## config.mk

```make
export PLATFORM = sky130hd
export DESIGN_NAME = reservation_entry_allocator_flat
export DESIGN_NICKNAME = d
export VERILOG_FILES = /design/src/rtl/reservation_entry_allocator_pkg.sv /design/src/rtl/reservation_entry_allocator_if.sv /design/src/rtl/reservation_free_entry_select.sv /design/src/rtl/reservation_entry_allocator.sv /design/src/flat_wrapper.sv
export SDC_FILE = /design/constraint.sdc
export NUM_CORES = 1
export LEC_CHECK = 0
export CORE_MARGIN = 2
export CORE_UTILIZATION = 35
export DETAILED_ROUTE_END_ITERATION = 12
export PLACE_DENSITY = 0.62
export SKIP_LAST_GASP = 1
export SYNTH_ARGS = -nofsm -noshare
export SYNTH_HDL_FRONTEND = slang
export SYNTH_SLANG_ARGS = --single-unit
```

## constraint.sdc

```tcl
create_clock -name iCLOCK -period 5.95 [get_ports iCLOCK]
set_input_delay 0.8925 -clock iCLOCK [delete_from_list [all_inputs] [get_ports iCLOCK]]
set_output_delay 0.8925 -clock iCLOCK [all_outputs]
set_load 0.03 [all_outputs]
```

## src/rtl/reservation_entry_allocator_pkg.sv

```systemverilog
// Shared scheduling defines for the reservation-station entry allocator:
// entry count, index/count widths and the per-slot grant record.
package reservation_entry_allocator_pkg;

  localparam int RS_ENTRIES = 16;
  localparam int RS_IDX_W   = 4;
  localparam int RS_CNT_W   = 5;   // must hold 0..RS_ENTRIES without wrapping
  localparam int NUM_SLOTS  = 2;   // dispatch slots per cycle

  typedef logic [RS_ENTRIES-1:0] rs_map_t;
  typedef logic [RS_IDX_W-1:0]   rs_idx_t;
  typedef logic [RS_CNT_W-1:0]   rs_cnt_t;

  // One dispatch-slot grant: valid flag plus the granted entry index.
  typedef struct packed {
    logic    valid;
    rs_idx_t entry;
  } alloc_rsp_t;

endpackage

```

## src/rtl/reservation_entry_allocator_if.sv

```systemverilog
// Dispatch / release / status bundle between the dispatch stage and the
// reservation-entry allocator. The allocator is the slave side.
interface reservation_entry_allocator_if;
  import reservation_entry_allocator_pkg::*;

  logic    iFLUSH;
  logic    iDISP0_VALID;
  logic    iDISP1_VALID;
  logic    oDISP_LOCK;
  logic    oALLOC0_VALID;
  rs_idx_t oALLOC0_ENTRY;
  logic    oALLOC1_VALID;
  rs_idx_t oALLOC1_ENTRY;
  logic    iFREE_VALID;
  rs_map_t iFREE_MASK;
  rs_cnt_t oFREE_COUNT;
  logic    oFULL;
  logic    oEMPTY;

  modport master (
    output iFLUSH, iDISP0_VALID, iDISP1_VALID, iFREE_VALID, iFREE_MASK,
    input  oDISP_LOCK, oALLOC0_VALID, oALLOC0_ENTRY, oALLOC1_VALID,
           oALLOC1_ENTRY, oFREE_COUNT, oFULL, oEMPTY
  );

  modport slave (
    input  iFLUSH, iDISP0_VALID, iDISP1_VALID, iFREE_VALID, iFREE_MASK,
    output oDISP_LOCK, oALLOC0_VALID, oALLOC0_ENTRY, oALLOC1_VALID,
           oALLOC1_ENTRY, oFREE_COUNT, oFULL, oEMPTY
  );

endinterface

```

## src/rtl/reservation_free_entry_select.sv

```systemverilog
// Purely combinational finder for the lowest and second-lowest zero bit of
// the busy bitmap, i.e. the two lowest-numbered free entries.
module reservation_free_entry_select
  import reservation_entry_allocator_pkg::*;
(
  input  rs_map_t busy,
  output logic    first_vld,
  output rs_idx_t first_idx,
  output logic    second_vld,
  output rs_idx_t second_idx
);

  // Priority scan from entry 0 upward; first hit fills slot 0, next fills slot 1.
  always_comb begin
    first_vld  = 1'b0;
    first_idx  = '0;
    second_vld = 1'b0;
    second_idx = '0;
    for (int i = 0; i < RS_ENTRIES; i++) begin
      if (!busy[i]) begin
        if (!first_vld) begin
          first_vld = 1'b1;
          first_idx = RS_IDX_W'(i);
        end else if (!second_vld) begin
          second_vld = 1'b1;
          second_idx = RS_IDX_W'(i);
        end
      end
    end
  end

endmodule

```

## src/rtl/reservation_entry_allocator.sv

```systemverilog
// Reservation-station entry allocator: tracks a busy bitmap, grants up to two
// entries per cycle combinationally, applies releases/flush at the next edge
// and publishes registered free-count / full / empty / dispatch-lock status.
module reservation_entry_allocator
  import reservation_entry_allocator_pkg::*;
#(
  parameter int LOCK_TH = 2   // lock dispatch when free entries < LOCK_TH (1..2)
) (
  input  logic                          iCLOCK,
  input  logic                          inRESET,
  reservation_entry_allocator_if.slave  bus
);

  rs_map_t busy_q;
  rs_map_t busy_nxt;
  rs_map_t alloc_mask;
  rs_map_t free_mask;
  rs_cnt_t cnt_q;
  rs_cnt_t cnt_nxt;
  logic    full_q;
  logic    empty_q;
  logic    lock_q;

  logic    first_vld;
  logic    second_vld;
  rs_idx_t first_idx;
  rs_idx_t second_idx;

  alloc_rsp_t [NUM_SLOTS-1:0] grant;

  // Free entries counted as zeros of the bitmap; width covers the all-free case.
  function automatic rs_cnt_t count_free(input rs_map_t m);
    rs_cnt_t c;
    c = '0;
    for (int i = 0; i < RS_ENTRIES; i++)
      c = c + {{(RS_CNT_W-1){1'b0}}, ~m[i]};
    return c;
  endfunction

  reservation_free_entry_select u_sel (
    .busy       (busy_q),
    .first_vld  (first_vld),
    .first_idx  (first_idx),
    .second_vld (second_vld),
    .second_idx (second_idx)
  );

  // Same-cycle grants off the registered bitmap; flush and reset suppress them.
  always_comb begin
    grant[0].valid = inRESET && !bus.iFLUSH && bus.iDISP0_VALID && !lock_q && first_vld;
    grant[0].entry = first_idx;
    grant[1].valid = grant[0].valid && bus.iDISP1_VALID && second_vld;
    grant[1].entry = second_idx;
  end

  assign bus.oALLOC0_VALID = grant[0].valid;
  assign bus.oALLOC0_ENTRY = grant[0].entry;
  assign bus.oALLOC1_VALID = grant[1].valid;
  assign bus.oALLOC1_ENTRY = grant[1].entry;

  // Next bitmap: release only busy entries (so a mask bit on a just-granted
  // entry cannot undo its grant), then add grants; flush wins over both.
  always_comb begin
    alloc_mask = '0;
    for (int s = 0; s < NUM_SLOTS; s++)
      if (grant[s].valid) alloc_mask[grant[s].entry] = 1'b1;
    free_mask = bus.iFREE_VALID ? bus.iFREE_MASK : '0;
    if (bus.iFLUSH) busy_nxt = '0;
    else            busy_nxt = (busy_q & ~free_mask) | alloc_mask;
    cnt_nxt = count_free(busy_nxt);
  end

  // Bitmap and status registers; status is derived from the next-state bitmap
  // so it always matches the bitmap the following cycle grants from.
  always_ff @(posedge iCLOCK or negedge inRESET) begin
    if (!inRESET) begin
      busy_q  <= '0;
      cnt_q   <= RS_CNT_W'(RS_ENTRIES);
      full_q  <= 1'b0;
      empty_q <= 1'b1;
      lock_q  <= 1'b0;
    end else begin
      busy_q  <= busy_nxt;
      cnt_q   <= cnt_nxt;
      full_q  <= (cnt_nxt == '0);
      empty_q <= (cnt_nxt == RS_CNT_W'(RS_ENTRIES));
      lock_q  <= (int'(cnt_nxt) < LOCK_TH);
    end
  end

  assign bus.oFREE_COUNT = cnt_q;
  assign bus.oFULL       = full_q;
  assign bus.oEMPTY      = empty_q;
  assign bus.oDISP_LOCK  = lock_q;

endmodule

```

## src/flat_wrapper.sv

```systemverilog
// flat-port wrapper written by rule: the top's interface ports become plain ports
module reservation_entry_allocator_flat import reservation_entry_allocator_pkg::*;
#(
  parameter int LOCK_TH = 2                                                      
)
  (iCLOCK, inRESET, bus_iFLUSH, bus_iDISP0_VALID, bus_iDISP1_VALID, bus_iFREE_VALID, bus_iFREE_MASK, bus_oDISP_LOCK, bus_oALLOC0_VALID, bus_oALLOC0_ENTRY, bus_oALLOC1_VALID, bus_oALLOC1_ENTRY, bus_oFREE_COUNT, bus_oFULL, bus_oEMPTY);
  reservation_entry_allocator_if bus_i ();
  input  logic iCLOCK;
  input  logic inRESET;
  input wire logic [$bits(bus_i.iFLUSH)-1:0] bus_iFLUSH;
  input wire logic [$bits(bus_i.iDISP0_VALID)-1:0] bus_iDISP0_VALID;
  input wire logic [$bits(bus_i.iDISP1_VALID)-1:0] bus_iDISP1_VALID;
  input wire logic [$bits(bus_i.iFREE_VALID)-1:0] bus_iFREE_VALID;
  input wire logic [$bits(bus_i.iFREE_MASK)-1:0] bus_iFREE_MASK;
  output wire logic [$bits(bus_i.oDISP_LOCK)-1:0] bus_oDISP_LOCK;
  output wire logic [$bits(bus_i.oALLOC0_VALID)-1:0] bus_oALLOC0_VALID;
  output wire logic [$bits(bus_i.oALLOC0_ENTRY)-1:0] bus_oALLOC0_ENTRY;
  output wire logic [$bits(bus_i.oALLOC1_VALID)-1:0] bus_oALLOC1_VALID;
  output wire logic [$bits(bus_i.oALLOC1_ENTRY)-1:0] bus_oALLOC1_ENTRY;
  output wire logic [$bits(bus_i.oFREE_COUNT)-1:0] bus_oFREE_COUNT;
  output wire logic [$bits(bus_i.oFULL)-1:0] bus_oFULL;
  output wire logic [$bits(bus_i.oEMPTY)-1:0] bus_oEMPTY;
  assign bus_i.iFLUSH = bus_iFLUSH;
  assign bus_i.iDISP0_VALID = bus_iDISP0_VALID;
  assign bus_i.iDISP1_VALID = bus_iDISP1_VALID;
  assign bus_i.iFREE_VALID = bus_iFREE_VALID;
  assign bus_i.iFREE_MASK = bus_iFREE_MASK;
  assign bus_oDISP_LOCK = bus_i.oDISP_LOCK;
  assign bus_oALLOC0_VALID = bus_i.oALLOC0_VALID;
  assign bus_oALLOC0_ENTRY = bus_i.oALLOC0_ENTRY;
  assign bus_oALLOC1_VALID = bus_i.oALLOC1_VALID;
  assign bus_oALLOC1_ENTRY = bus_i.oALLOC1_ENTRY;
  assign bus_oFREE_COUNT = bus_i.oFREE_COUNT;
  assign bus_oFULL = bus_i.oFULL;
  assign bus_oEMPTY = bus_i.oEMPTY;
  reservation_entry_allocator #(.LOCK_TH(LOCK_TH)) u_core (.iCLOCK(iCLOCK), .inRESET(inRESET), .bus(bus_i));
endmodule
```

; Yosys cells after proc, flatten, opt, wreduce, memory -nomap -nowiden
; Index checks and enable logic that the tools add are counted.
[totals]
ff_bits = 24
inputBits = 22
[classes]
add_sub_neg = 15
n_lt_le_gt_ge = 5
n_eq_ne = 1
n_mux = 127
bitwise_logic = 20
reduce_logical = 11
[op_table]
columns = cell, n
row1 = 2-to-1 mux 4 bit, 70
row2 = adder 5 x 1 -> 5 bit, 14
row3 = 2-to-1 mux 16 bit, 4
row4 = 2-to-1 mux 1 bit, 51
row5 = OR 16 bit, 2
row6 = bitwise AND 16 bit, 1
row7 = inverter 1 bit, 16
row8 = inverter 16 bit, 1
row9 = < comparator 4 x 5 -> 1 bit (second input constant), 2
row10 = demux 1 bit (select 4 bit), 2
row11 = greater-or-equal comparator 4 x 1 -> 1 bit (second input constant), 2
row12 = logical AND 1 bit, 8
row13 = == test 5 bit (second input constant), 1
row14 = zero test 5 bit, 1
row15 = < comparator 5 x 2 -> 1 bit (second input constant), 1
row16 = adder 1 x 1 -> 2 bit, 1
row17 = zero test 1 bit, 2

; Depth between registers and ports, before layout
; Gate-level depths: netlist of run 1.
[logic_depth]
depth_word = 69
depth_mapped = 27
depth_no_buf = 25

; Cells and area by module
; Synthesis of run 1 repeated with hierarchy kept, for this count alone.
[hier_totals]
hier_cells = 343
hier_area_um2 = 2926.6
[by_module_without_submodules]
columns = mod, n_inst, cells_per_inst, area_each_um2
row1 = reservation_entry_allocator, 1, 169, 1793.0
row2 = reservation_free_entry_select, 1, 174, 1133.6

; Worst setup path before layout of run 1
; No wires, ideal clock.
[synth_path]
path_type = register -> register
startpoint = register u_core.busy_q[0]
endpoint = register u_core.empty_q (netlist: u_core.bus.oEMPTY)
setup_ns = 0.101
arrival_ns = 6.571
slack_ns = -0.722
path_stages_with_launch = 20
path_cell_list = dfrtp_1 > ha_1 > nand3_1 > nor2_4 > nand2_1 > maj3_1 > or2_1 > o21ai_1 > nand3_1 > o32ai_1 > fa_1 > fa_1 > fa_1 > inv_1 > fa_1 > fa_1 > fa_1 > xor2_1 > or2_2 > nor4b_1
[synth_via]
word_cells_on_any_way = 170
cone_classes = add/sub: 15 / order compare: 4 / eq/ne: 1 / mux: 126 / bitwise: 19 / reduce/logical: 5
[synth_rtl]
columns = element, line
row1 = from (decl), reservation_entry_allocator.sv:14  ; rs_map_t busy_q;
row2 = from (signal assigned), reservation_entry_allocator.sv:83  ; busy_q <= busy_nxt;
row3 = 2-to-1 mux 1 bit *, "reservation_free_entry_select.sv:20, reservation_free_entry_select.sv:21"
row4 = 2-to-1 mux 1 bit, reservation_free_entry_select.sv:20  ; if (!busy[i]) begin
row5 = 2-to-1 mux 4 bit or 2-to-1 mux 1 bit (tied branches), reservation_free_entry_select.sv:21  ; if (!first_vld) begin
row6 = 2-to-1 mux 4 bit or 2-to-1 mux 1 bit (tied branches), reservation_free_entry_select.sv:20
row7 = 2-to-1 mux 4 bit, reservation_free_entry_select.sv:24  ; end else if (!second_vld) begin
row8 = 2-to-1 mux 4 bit, reservation_free_entry_select.sv:21
row9 = 2-to-1 mux 4 bit, reservation_free_entry_select.sv:20
row10 = 2-to-1 mux 4 bit, reservation_free_entry_select.sv:24
row11 = [... 35 more ...], --
row12 = named net bus_oALLOC1_ENTRY[2], flat_wrapper.sv:19  ; output wire logic [$bits(bus_i.oALLOC1_ENTRY)-1:0] bus_oALLOC1_ENTRY;
row13 = [... 5 more ...], --
row14 = 2-to-1 mux 16 bit *, reservation_entry_allocator.sv:66  ; if (grant[s].valid) alloc_mask[grant[s].entry] = 1'b1;
row15 = OR 16 bit *, reservation_entry_allocator.sv:69  ; else busy_nxt = (busy_q & ~free_mask) | alloc_mask;
row16 = 2-to-1 mux 16 bit *, reservation_entry_allocator.sv:68  ; if (bus.iFLUSH) busy_nxt = '0;
row17 = named net u_core.busy_nxt[4], reservation_entry_allocator.sv:15  ; rs_map_t busy_nxt;
row18 = inverter 1 bit *, reservation_entry_allocator.sv:36  ; c = c + {{(RS_CNT_W-1){1'b0}}, ~m[i]};
row19 = adder 5 x 1 -> 5 bit * (12 in a row), reservation_entry_allocator.sv:36
row20 = named net u_core.cnt_nxt[2], reservation_entry_allocator.sv:19  ; rs_cnt_t cnt_nxt;
row21 = == test 5 bit *, reservation_entry_allocator.sv:86  ; empty_q <= (cnt_nxt == RS_CNT_W'(RS_ENTRIES));
row22 = to (signal assigned), reservation_entry_allocator.sv:86
row23 = to (decl), reservation_entry_allocator.sv:21  ; logic empty_q;
; The timed path passes the listed nets; every way through them passes the cells marked *.

; Worst setup path in the final report of run 1
[layout_path]
startpoint = register u_core.busy_q[1]
endpoint = register u_core.full_q (netlist: u_core.bus.oFULL)
[layout_via]
word_cells_on_any_way = 167
cone_classes = add/sub: 15 / order compare: 4 / mux: 123 / bitwise: 19 / reduce/logical: 6
[layout_rtl]
columns = element, line
row1 = 2-to-1 mux 1 bit, reservation_free_entry_select.sv:20
row2 = 2-to-1 mux 4 bit, reservation_free_entry_select.sv:24
row3 = 2-to-1 mux 4 bit, reservation_free_entry_select.sv:21
row4 = 2-to-1 mux 4 bit, reservation_free_entry_select.sv:20
row5 = 2-to-1 mux 4 bit, reservation_free_entry_select.sv:24
row6 = 2-to-1 mux 4 bit, reservation_free_entry_select.sv:21
row7 = 2-to-1 mux 4 bit, reservation_free_entry_select.sv:20
row8 = 2-to-1 mux 4 bit, reservation_free_entry_select.sv:24
row9 = [... 40 more ...], --
row10 = 2-to-1 mux 16 bit *, reservation_entry_allocator.sv:66
row11 = OR 16 bit *, reservation_entry_allocator.sv:69
row12 = 2-to-1 mux 16 bit *, reservation_entry_allocator.sv:68
row13 = named net u_core.busy_nxt[2], reservation_entry_allocator.sv:15
row14 = inverter 1 bit *, reservation_entry_allocator.sv:36
row15 = adder 5 x 1 -> 5 bit * (14 in a row), reservation_entry_allocator.sv:36
row16 = named net u_core.cnt_nxt[2], reservation_entry_allocator.sv:19
row17 = zero test 5 bit *, reservation_entry_allocator.sv:85  ; full_q <= (cnt_nxt == '0);
row18 = to (signal assigned), reservation_entry_allocator.sv:85
row19 = to (decl), reservation_entry_allocator.sv:20  ; logic full_q;
; Marked as above.

==> results of run 1 <==
-- synthesized netlist by cell type, types with 6 or more instances --
| cell type | number | area share (%) |
|---|---|---|
| nand2_1 | 30 | 3.8 |
| a21oi_1 | 26 | 4.4 |
| o21ai_0 | 23 | 3.9 |
| dfrtp_1 | 22 | 19 |
| clkbuf_1 | 18 | 2.3 |
| inv_1 | 18 | 2.3 |
| nor2_1 | 16 | 2.1 |
| a22oi_1 | 10 | 2.6 |
| fa_1 | 10 | 6.8 |
| ha_1 | 10 | 4.3 |
| nand3_1 | 10 | 1.7 |
| nand4_1 | 10 | 2.1 |
| buf_2 | 8 | 1.4 |
| nand2b_1 | 8 | 1.7 |
| nor3_1 | 8 | 1.4 |
| a211oi_1 | 7 | 1.8 |
| and2_1 | 7 | 1.5 |
| and3_1 | 7 | 1.5 |
| o22ai_1 | 7 | 1.5 |
| o32ai_1 | 7 | 2.1 |
| nor2b_1 | 6 | 1.3 |
-- kinds of logic after synthesis --
group,Yosys count,synth area share [%]
and+or+nand+nor,126,23.70
xor gates and xnor gates,6,1.796
AOI/OAI and AO/OA,142,34.39
adders and majority gates,24,12.49
DFF,24,20.62
muxes,1,0.3849
buffers and inverters,47,6.629
-- metrics by stage --
step / util [%] / power, mW
after global placement: 52.86 / 0.3578
after detailed placement: 52.86 / 0.3592
after floorplan: - / 0.2759
final: 56.66 / 0.5256
after global routing: 56.66 / 0.5504
after CTS: 55.46 / 0.5169
-- state kept, by name (all words and copies together), names as in the netlist --
signal                  count
u_core.bus.oDISP_LOCK       1
u_core.bus.oEMPTY           1
u_core.bus.oFREE_COUNT      5
u_core.bus.oFULL            1
u_core.busy_q              16
-- per-layer routing --
metal | global-route usage [%] | up-vias | share of wire, %
li1 | - | 1695 | -
met1 | 33.12 | 1683 | 44
met2 | 39.32 | 116 | 48
met3 | 2.846 | 20 | 5.9
met4 | 7.500 | 0 | 2.3
met5 | 0 | - | 0
-- cell type report --
cell class	count	area share (%)
Clock buffer	3	0.8914
Clock inverter	1	0.6483
Inverter	19	1.648
Multi-Input combinational cell	299	51.76
Sequential cell	24	13.07
Tap cell	105	2.836
Timing Repair Buffer	161	29.15
-- worst min path at each step --
stage                startpoint                     to  slack [ns]  depth (start not counted)
2_1_floorplan           inRESET  u_core.bus.oDISP_LOCK        0.60                          0
3_3_place_gp   u_core.busy_q[5]       u_core.busy_q[5]        0.77                          2
3_5_place_dp   u_core.busy_q[5]       u_core.busy_q[5]        0.80                          2
4_1_cts        u_core.busy_q[5]       u_core.busy_q[5]        0.82                          2
5_1_grt        u_core.busy_q[5]       u_core.busy_q[5]        0.84                          2
6_report       u_core.busy_q[5]       u_core.busy_q[5]        0.82                          2
-- power breakdown --
part	internal, mW	switching (mW)	leakage (nW)
Combinational	0.0975	0.104	1.49
Clock	0.0899	0.0526	0.0357
Sequential	0.177	0.00480	0.321
-- critical path: stages (launching register included) --
cell and delay (ns):
dfrtp_2 0.44, inv_4 0.06, ha_4 0.16, and2_4 0.13, or3_4 0.38, or3_1 0.37
a21oi_2 0.24, nand2_1 0.08, a211o_1 0.34, buf_6 0.15, or3_4 0.39, o22ai_4 0.20
fa_1 0.47, fa_1 0.50, fa_1 0.51, inv_1 0.05, fa_1 0.45, fa_2 0.36
fa_2 0.37, xor2_2 0.16, or2_4 0.28, nor4_4 0.26
-- repair_timing --
action	in CTS	in global routing
setup buffers	4	3
resized for setup	27	17
pin swaps	10	12
setup endpoints to repair	7	7
==> flow_summary.toml, run 1 <==
[critical_path]
critPathArrivalTime_ns = 6.64
critPathLaunchType = "flop"
worstSetupEndpoint = "u_core.bus.oFULL"
end_kind = "flop"
r2r-end = "u_core.bus.oFULL"
required_ns = 6.13
r2r_cells = 21
reg2reg_from = "u_core.busy_q[1]"
critPathKind = "flop to flop"
crit_fanout = 4
r2r_slack_ns = -0.51
critPathLaunch = "u_core.busy_q[1]"

[detailed_routing]
route.detailed.wl_per_inst_um = 17.77
dr.pass1.iters = 5
num_vias = 3514
drc = 0
drt_iter0_drc = 188
detail_route.vias_per_cell = 5.742
final_antenna_net_count = 0
wl_um = 10880

[clocking]
root_buffer = "clkbuf_8"
path_clk_slew_ns = 0.08
hold_buffers = 0
cts_num_sinks = 24
numCtsBuffers = 3
cts_tree = "yes"
clock_latency_ns = 0.27
clockBufferDepth = 2
cts_max_level = 1

[finish]
multiInputGateArea_um2 = 2397
design_area_um2 = 4632
final_layout_size_suffix_gt1_share_pct = 36.09
layout_commonest_cell = "buf_4"
fill_cells = 735
seqCellArea_um2 = 605.6
area_growth_pct = 58.34
insertedDiodeCount = 0
final_cell_mix = "buf_4 (115), clkdlybuf4s50_1 (39), nand2_1 (30)"
fin_nets = 550
post_layout_nonfiller_instances = 612

[global_route]
antenna_found_initial = 0
grtUsageTotal_pct = 24.00
grt_first_pass_wirelength_um = 16900
grt_pass1_vias = 3346
grt_max_degree = 29
overflow = 0

[die]
die_width_um = 95.42
core_area_um2 = 8175
die_h_um = 95.42
die-area_um2 = 9105
initial_core_util_pct = 35.78
rows = 33
ios = 40

[timing]
timing.fmax_mhz = 154.8
tightest_slew_ns = 0.4529
clock_skew_ns = 0.0006806
post-route-period-util_pct = 108.5
setup_slack_ns = -0.5079
finalSetupViolations = 6
final.min_clock_period_ns = 6.458
final-hold-violation-count = 0
drv_slew = 0
fin_tns_setup_ns = -2.028
relSlewSlack_pct = 69.71
fin_hold_ws_ns = 0.8203
grt_setup_unrepaired = "true"

[placement]
gp_congestion = 0.9169
placed_cells = 603
post-place-ws_ns = -0.7362
post_dp_cell_area_um2 = 4322
io_buffers = 39
hpwl_um = 8713

[logic_synthesis]
synth_warnings = 0
syn_nets = 412
yosysSeqAreaShare_pct = 20.62
synth_ff_type = "dfrtp_1"
netlist_instances = 370
avgSynthCellArea_um2 = 7.906
ys_seq_elements = 24
synth_edf_count = 0
synthArstFlopShare_pct = 100.0
synth_area_um2 = 2925
ys_types = 67

[worst_hold_path]
holdCritPathClass = "flop to flop"

[flow_run]
max_cap_viol_count = 0

[power]
vdd_ir_drop_max_mv = 0.1762
p_leak_nw = 1.851
powerDensity_nw_per_um2 = 113.5

[run_status]
violations = "negative setup slack"
status = "complete, but fails checks"
(Power assumes the default switching activity.)
==> inputs of run 2 (changes only) <==
--- a/config.mk
+++ b/config.mk
@@ -8,7 +8,8 @@
 export CORE_MARGIN = 2
 export CORE_UTILIZATION = 35
 export DETAILED_ROUTE_END_ITERATION = 12
-export PLACE_DENSITY = 0.62
+export PLACE_DENSITY = 0.6
+export SETUP_SLACK_MARGIN = 0.05
 export SKIP_LAST_GASP = 1
 export SYNTH_ARGS = -nofsm -noshare
 export SYNTH_HDL_FRONTEND = slang
==> constraint.sdc (replaced) <==
create_clock -name iCLOCK -period 8.2 [get_ports iCLOCK]
set_input_delay 1.23 -clock iCLOCK [delete_from_list [all_inputs] [get_ports iCLOCK]]
set_output_delay 1.23 -clock iCLOCK [all_outputs]
set_load 0.03 [all_outputs]
==> run 2 against run 1 <==
Effect of this change: the run now ends clean; combinational power fell by 48%; wire length fell by 17%; power fell by 35%; clock power fell by 27%; register-to-register slack improved by 1.1 ns; largest cell class unchanged; cell area fell by 26%; sequential power fell by 27%; critical path depth did not move; non-clock buffer count fell by 119.
==> flow_summary.toml, run 2 (same netlist as run 1, synthesis figures left out) <==
[run_status]
status = "completed"

[clocking]
cts_max_level = 1
cts_tree = "yes"
root_buffer = "clkbuf_8"
cts_num_sinks = 24
numCtsBuffers = 3
hold_buffers = 0
ctsResizeCount = 0
path_clk_slew_ns = 0.09
clock_latency_ns = 0.27
clockBufferDepth = 2
postCtsSetupRepairBufs = 0

[power]
swShare_pct = 29.94
power_frac_comb_pct = 30.9
vdd_ir_drop_max_mv = 0.1129
powerDensity_nw_per_um2 = 99.79
clkPwrFrac_pct = 30.5
p_int_mw = 0.2390
p_leak_nw = 1.197
p_sw_mw = 0.1021
finalPower_mw = 0.3411
power_frac_seq_pct = 38.6

[finish]
design_area_um2 = 3418
regMostFlops = "u_core.busy_q"
insertedDiodeCount = 0
layout_commonest_cell = "clkdlybuf4s50_1"
area_growth_pct = 16.85
final_layout_size_suffix_gt1_share_pct = 4.639
final_cell_mix = "clkdlybuf4s50_1 (39), nand2_1 (30), a21oi_1 (26)"
fin_nets = 431
largest_reg_flops = 16
post_layout_nonfiller_instances = 493

[detailed_routing]
drt_iter0_drc = 147
num_vias = 3029
wl_um = 9018
drc = 0
final_antenna_net_count = 0
detail_route.vias_per_cell = 6.144
route.detailed.wl_per_inst_um = 18.29
dr.pass1.iters = 5

[die]
die_width_um = 95.42
ios = 40
core_area_um2 = 8175
rows = 33
die_h_um = 95.42
initial_core_util_pct = 35.78
die-area_um2 = 9105

[timing]
finalSetupViolations = 0
final.min_clock_period_ns = 7.580
fin_tns_setup_ns = 0
post-route-period-util_pct = 92.44
timing.fmax_mhz = 131.9
final-hold-violation-count = 0
grt_setup_unrepaired = "false"
tightest_slew_ns = 0.7131
drv_slew = 0
clock_skew_ns = 0.006254
setup_slack_ns = 0.6198
relSlewSlack_pct = 52.46

[critical_path]
end_kind = "flop"
required_ns = 8.38
crit_slowest_cell = "ha_1"
critPathLaunchType = "flop"
crit_top_cell = "fa_1"
slowest_delay_ns = 0.64
critical_path.cell_chain = "ha_1 > nand3_1 > nor3_2 > o2111ai_1 > a211oi_1 > a211o_1 > inv_1 > or3_1 > o32a_1 > ha_1 > fa_1 > inv_1 > fa_1 > fa_1 > inv_1 > fa_1 > fa_1 > fa_1 > xor2_1 > or2_2 > nor4b_1"
critPathTopFamily = "adder cells"
crit_fanout = 24
critPathKind = "flop to flop"
crit_buf_inv = 3
critPathArrivalTime_ns = 7.76

[global_route]
antenna_found_initial = 0
overflow = 0
grt_max_degree = 29
grt_first_pass_wirelength_um = 14850
grt_pass1_vias = 2904
grtUsageTotal_pct = 20.56

[placement]
post_dp_cell_area_um2 = 3347
hpwl_um = 6994
placed_cells = 489
gp_congestion = 0.9115
io_buffers = 39
post-place-ws_ns = 0.6109

[flow_run]
max_cap_viol_count = 0

[worst_hold_path]
holdCritPathClass = "flop to flop"
## run 2: cell count changes in the layout (fill, tap and decap cells not counted), sizes merged
cell  previous run  this run
buf            122         3
## run 2: final timing paths
path / start / to / slack, ns / cells past startpoint
min: u_core.busy_q[1] / u_core.busy_q[1] / 0.72 / 2
max in group asynchronous: inRESET / u_core.bus.oEMPTY / 6.55 / 2
min in group asynchronous: inRESET / u_core.bus.oDISP_LOCK / 1.37 / 2
max reg2reg: u_core.busy_q[0] / u_core.bus.oEMPTY / 0.62 / 21
max: u_core.busy_q[0] / u_core.bus.oEMPTY / 0.62 / 21
min reg2reg: u_core.busy_q[1] / u_core.busy_q[1] / 0.72 / 2
## run 2: layout make-up
| class | count | area [um^2] |
|---|---|---|
| clock inverters | 1 | 30.03 |
| inverters | 19 | 71.32 |
| clock buffers | 3 | 41.29 |
| repair buffers | 42 | 412.9 |
| fillers | 851 | 4757 |
| flip-flops and latches | 24 | 603.1 |
| well taps | 105 | 131.4 |
| multi-input cells | 299 | 2128 |
## run 2: power by group through the flow
stage	Combinational (mW)	Sequential [mW]	Clock [mW]
6_report	0.105	0.132	0.104
5_1_grt	0.115	0.133	0.112
4_1_cts	0.106	0.132	0.106
3_5_place_dp	0.106	0.134	0
3_3_place_gp	0.105	0.134	0
2_1_floorplan	0.0458	0.150	0
## run 2: per-layer routing
| metal | up-vias | part of all wire (%) | track usage, % | routed length [um] |
|---|---|---|---|---|
| met5 | - | 0 | 0 | 0 |
| met4 | 0 | 1.4 | 5.714 | 128 |
| met3 | 12 | 5.6 | 2.530 | 502 |
| met2 | 120 | 48 | 32.51 | 4303 |
| met1 | 1453 | 45 | 29.58 | 4082 |
| li1 | 1444 | - | - | - |
## run 2: per-stage QoR
stage / hold WS (ns) / util, %
2_1_floorplan: 0.6019 / -
3_3_place_gp: 0.6756 / 40.94
3_5_place_dp: 0.6936 / 40.94
4_1_cts: 0.7185 / 41.81
5_1_grt: 0.7494 / 41.81
6_report: 0.7226 / 41.81
## run 2: worst reg2reg max path, stage by stage (launching register included)
cell	delay [ns]
dfrtp_1	0.42
ha_1	0.65
nand3_1	0.37
nor3_2	0.60
o2111ai_1	0.20
a211oi_1	0.28
a211o_1	0.20
inv_1	0.09
or3_1	0.46
o32a_1	0.33
ha_1	0.29
fa_1	0.48
inv_1	0.05
fa_1	0.48
fa_1	0.53
inv_1	0.06
fa_1	0.46
fa_1	0.41
fa_1	0.41
xor2_1	0.17
or2_2	0.31
nor4b_1	0.25
==> inputs of run 3 (changes only) <==
--- a/config.mk
+++ b/config.mk
@@ -8,8 +8,7 @@
 export CORE_MARGIN = 2
 export CORE_UTILIZATION = 35
 export DETAILED_ROUTE_END_ITERATION = 12
-export PLACE_DENSITY = 0.6
-export SETUP_SLACK_MARGIN = 0.05
+export PLACE_DENSITY = 0.52
 export SKIP_LAST_GASP = 1
 export SYNTH_ARGS = -nofsm -noshare
 export SYNTH_HDL_FRONTEND = slang
==> run 3 against run 2 <==
Effect of this change: utilization is 0.28 points higher; die area unchanged; cell area is 0.66% higher; global-route usage increased by 0.21 points; clock-buffer cell count is the same; worst setup slack gained 0.031 ns; wire length is 2.8% higher; critical path depth did not move.
==> flow_summary.toml, run 3 (same netlist as run 1, synthesis figures left out) <==
[run_status]
status = "completed"

[clocking]
postCtsSetupRepairBufs = 0
ctsResizeCount = 0
root_buffer = "clkbuf_8"
numCtsBuffers = 3
path_clk_slew_ns = 0.08
hold_buffers = 0
clock_latency_ns = 0.26
cts_num_sinks = 24
cts_max_level = 1
cts_tree = "yes"
clockBufferDepth = 2

[critical_path]
crit_fanout = 24
critPathTopFamily = "adder cells"
critPathKind = "flop to flop"
critPathArrivalTime_ns = 7.71
crit_buf_inv = 3
crit_top_cell = "fa_1"
required_ns = 8.36
critical_path.cell_chain = "ha_1 > nand3_1 > nor3_2 > o2111ai_1 > a211oi_1 > a211o_1 > inv_1 > or3_1 > o32a_1 > ha_1 > fa_1 > inv_1 > fa_1 > fa_1 > inv_1 > fa_1 > fa_1 > fa_1 > xor2_1 > or2_2 > nor4b_1"
end_kind = "flop"
slowest_delay_ns = 0.65
crit_slowest_cell = "ha_1"
critPathLaunchType = "flop"

[finish]
final_cell_mix = "clkdlybuf4s50_1 (39), nand2_1 (30), a21oi_1 (26)"
fin_nets = 434
layout_commonest_cell = "clkdlybuf4s50_1"
regMostFlops = "u_core.busy_q"
final_layout_size_suffix_gt1_share_pct = 5.371
area_growth_pct = 17.62
insertedDiodeCount = 0
largest_reg_flops = 16

[die]
die-area_um2 = 9105
die_width_um = 95.42
initial_core_util_pct = 35.78
ios = 40
die_h_um = 95.42
core_area_um2 = 8175
rows = 33

[power]
p_int_mw = 0.2388
powerDensity_nw_per_um2 = 98.84
p_sw_mw = 0.1013
swShare_pct = 29.80
clkPwrFrac_pct = 30.3
power_frac_seq_pct = 38.9
power_frac_comb_pct = 30.7
p_leak_nw = 1.212
vdd_ir_drop_max_mv = 0.1023

[timing]
clock_skew_ns = 0.005230
tightest_slew_ns = 0.7226
fin_tns_setup_ns = 0
grt_setup_unrepaired = "false"
fin_hold_ws_ns = 0.7692
drv_slew = 0
final.min_clock_period_ns = 7.549
final-hold-violation-count = 0
relSlewSlack_pct = 51.82
post-route-period-util_pct = 92.06
finalSetupViolations = 0
timing.fmax_mhz = 132.5

[placement]
hpwl_um = 7191
gp_congestion = 0.9222
io_buffers = 39

[detailed_routing]
dr.pass1.iters = 4
route.detailed.wl_per_inst_um = 18.70
num_vias = 3028
final_antenna_net_count = 0
drc = 0
drt_iter0_drc = 151
detail_route.vias_per_cell = 6.105
wl_um = 9274

[worst_hold_path]
holdCritPathClass = "flop to flop"

[global_route]
grtUsageTotal_pct = 20.77
grt_pass1_vias = 2777
overflow = 0
antenna_found_initial = 0
grt_first_pass_wirelength_um = 14700
grt_max_degree = 29

[flow_run]
max_cap_viol_count = 0
==> run 3: changes by cell type in the layout (fill, tap and decap cells not counted) <==
cell | previous run | this run
buf_4 | 3 | 6
==> run 3: stage by stage <==
stage | util, % | power (mW) | area [um^2] | setup WS [ns] | cells
3_5_place_dp | 41.22 | 0.2395 | 3369 | 0.6346 | 492
3_3_place_gp | 41.22 | 0.2395 | 3369 | 0.8418 | 492
6_report | 42.09 | 0.3401 | 3441 | 0.6510 | 496
2_1_floorplan | - | 0.1956 | 2925 | 1.419 | 370
4_1_cts | 42.09 | 0.3449 | 3441 | 0.6319 | 496
5_1_grt | 42.09 | 0.3577 | 3441 | 0.2310 | 496
==> run 3: routing by layer <==
| metal | track usage [%] | routed length, um | up-vias |
|---|---|---|---|
| met5 | 0 | 0 | - |
| met3 | 1.581 | 478 | 4 |
| li1 | - | - | 1454 |
| met1 | 30.60 | 4344 | 1476 |
| met2 | 34.04 | 4401 | 94 |
| met4 | 3.095 | 49 | 0 |
==> run 3: power groups by stage <==
stage                     clock network, mW  logic (mW)  registers, mW
after floorplan                           0      0.0458          0.150
after global placement                    0       0.105          0.134
after detailed placement                  0       0.105          0.134
after CTS                             0.106       0.106          0.133
after global routing                  0.111       0.113          0.134
final                                 0.103       0.104          0.132
==> run 3: layout make-up <==
type	count	area, um^2
multi-input cells	299	2128
fillers	864	4735
clock inverters	1	30.03
inverters	19	71.32
repair buffers	45	435.4
well taps	105	131.4
flip-flops and latches	24	603.1
clock buffers	3	41.29
==> run 3: final timing paths <==
check	startpoint	end	slack [ns]	cells past startpoint
max	u_core.busy_q[0]	u_core.bus.oEMPTY	0.65	21
min	u_core.busy_q[1]	u_core.busy_q[1]	0.77	2
max reg2reg	u_core.busy_q[0]	u_core.bus.oEMPTY	0.65	21
min reg2reg	u_core.busy_q[1]	u_core.busy_q[1]	0.77	2
max in group asynchronous	inRESET	u_core.bus.oFREE_COUNT[4]	6.55	2
min in group asynchronous	inRESET	u_core.busy_q[12]	1.35	2
==> run 3: worst register-to-register path, stage by stage, from the launching register on <==
cell and delay, ns:
dfrtp_1 0.42, ha_1 0.65, nand3_1 0.36, nor3_2 0.59
o2111ai_1 0.19, a211oi_1 0.26, a211o_1 0.20, inv_1 0.09
or3_1 0.46, o32a_1 0.33, ha_1 0.28, fa_1 0.48
inv_1 0.05, fa_1 0.47, fa_1 0.51, inv_1 0.05
fa_1 0.46, fa_1 0.42, fa_1 0.42, xor2_1 0.16
or2_2 0.30, nor4b_1 0.29
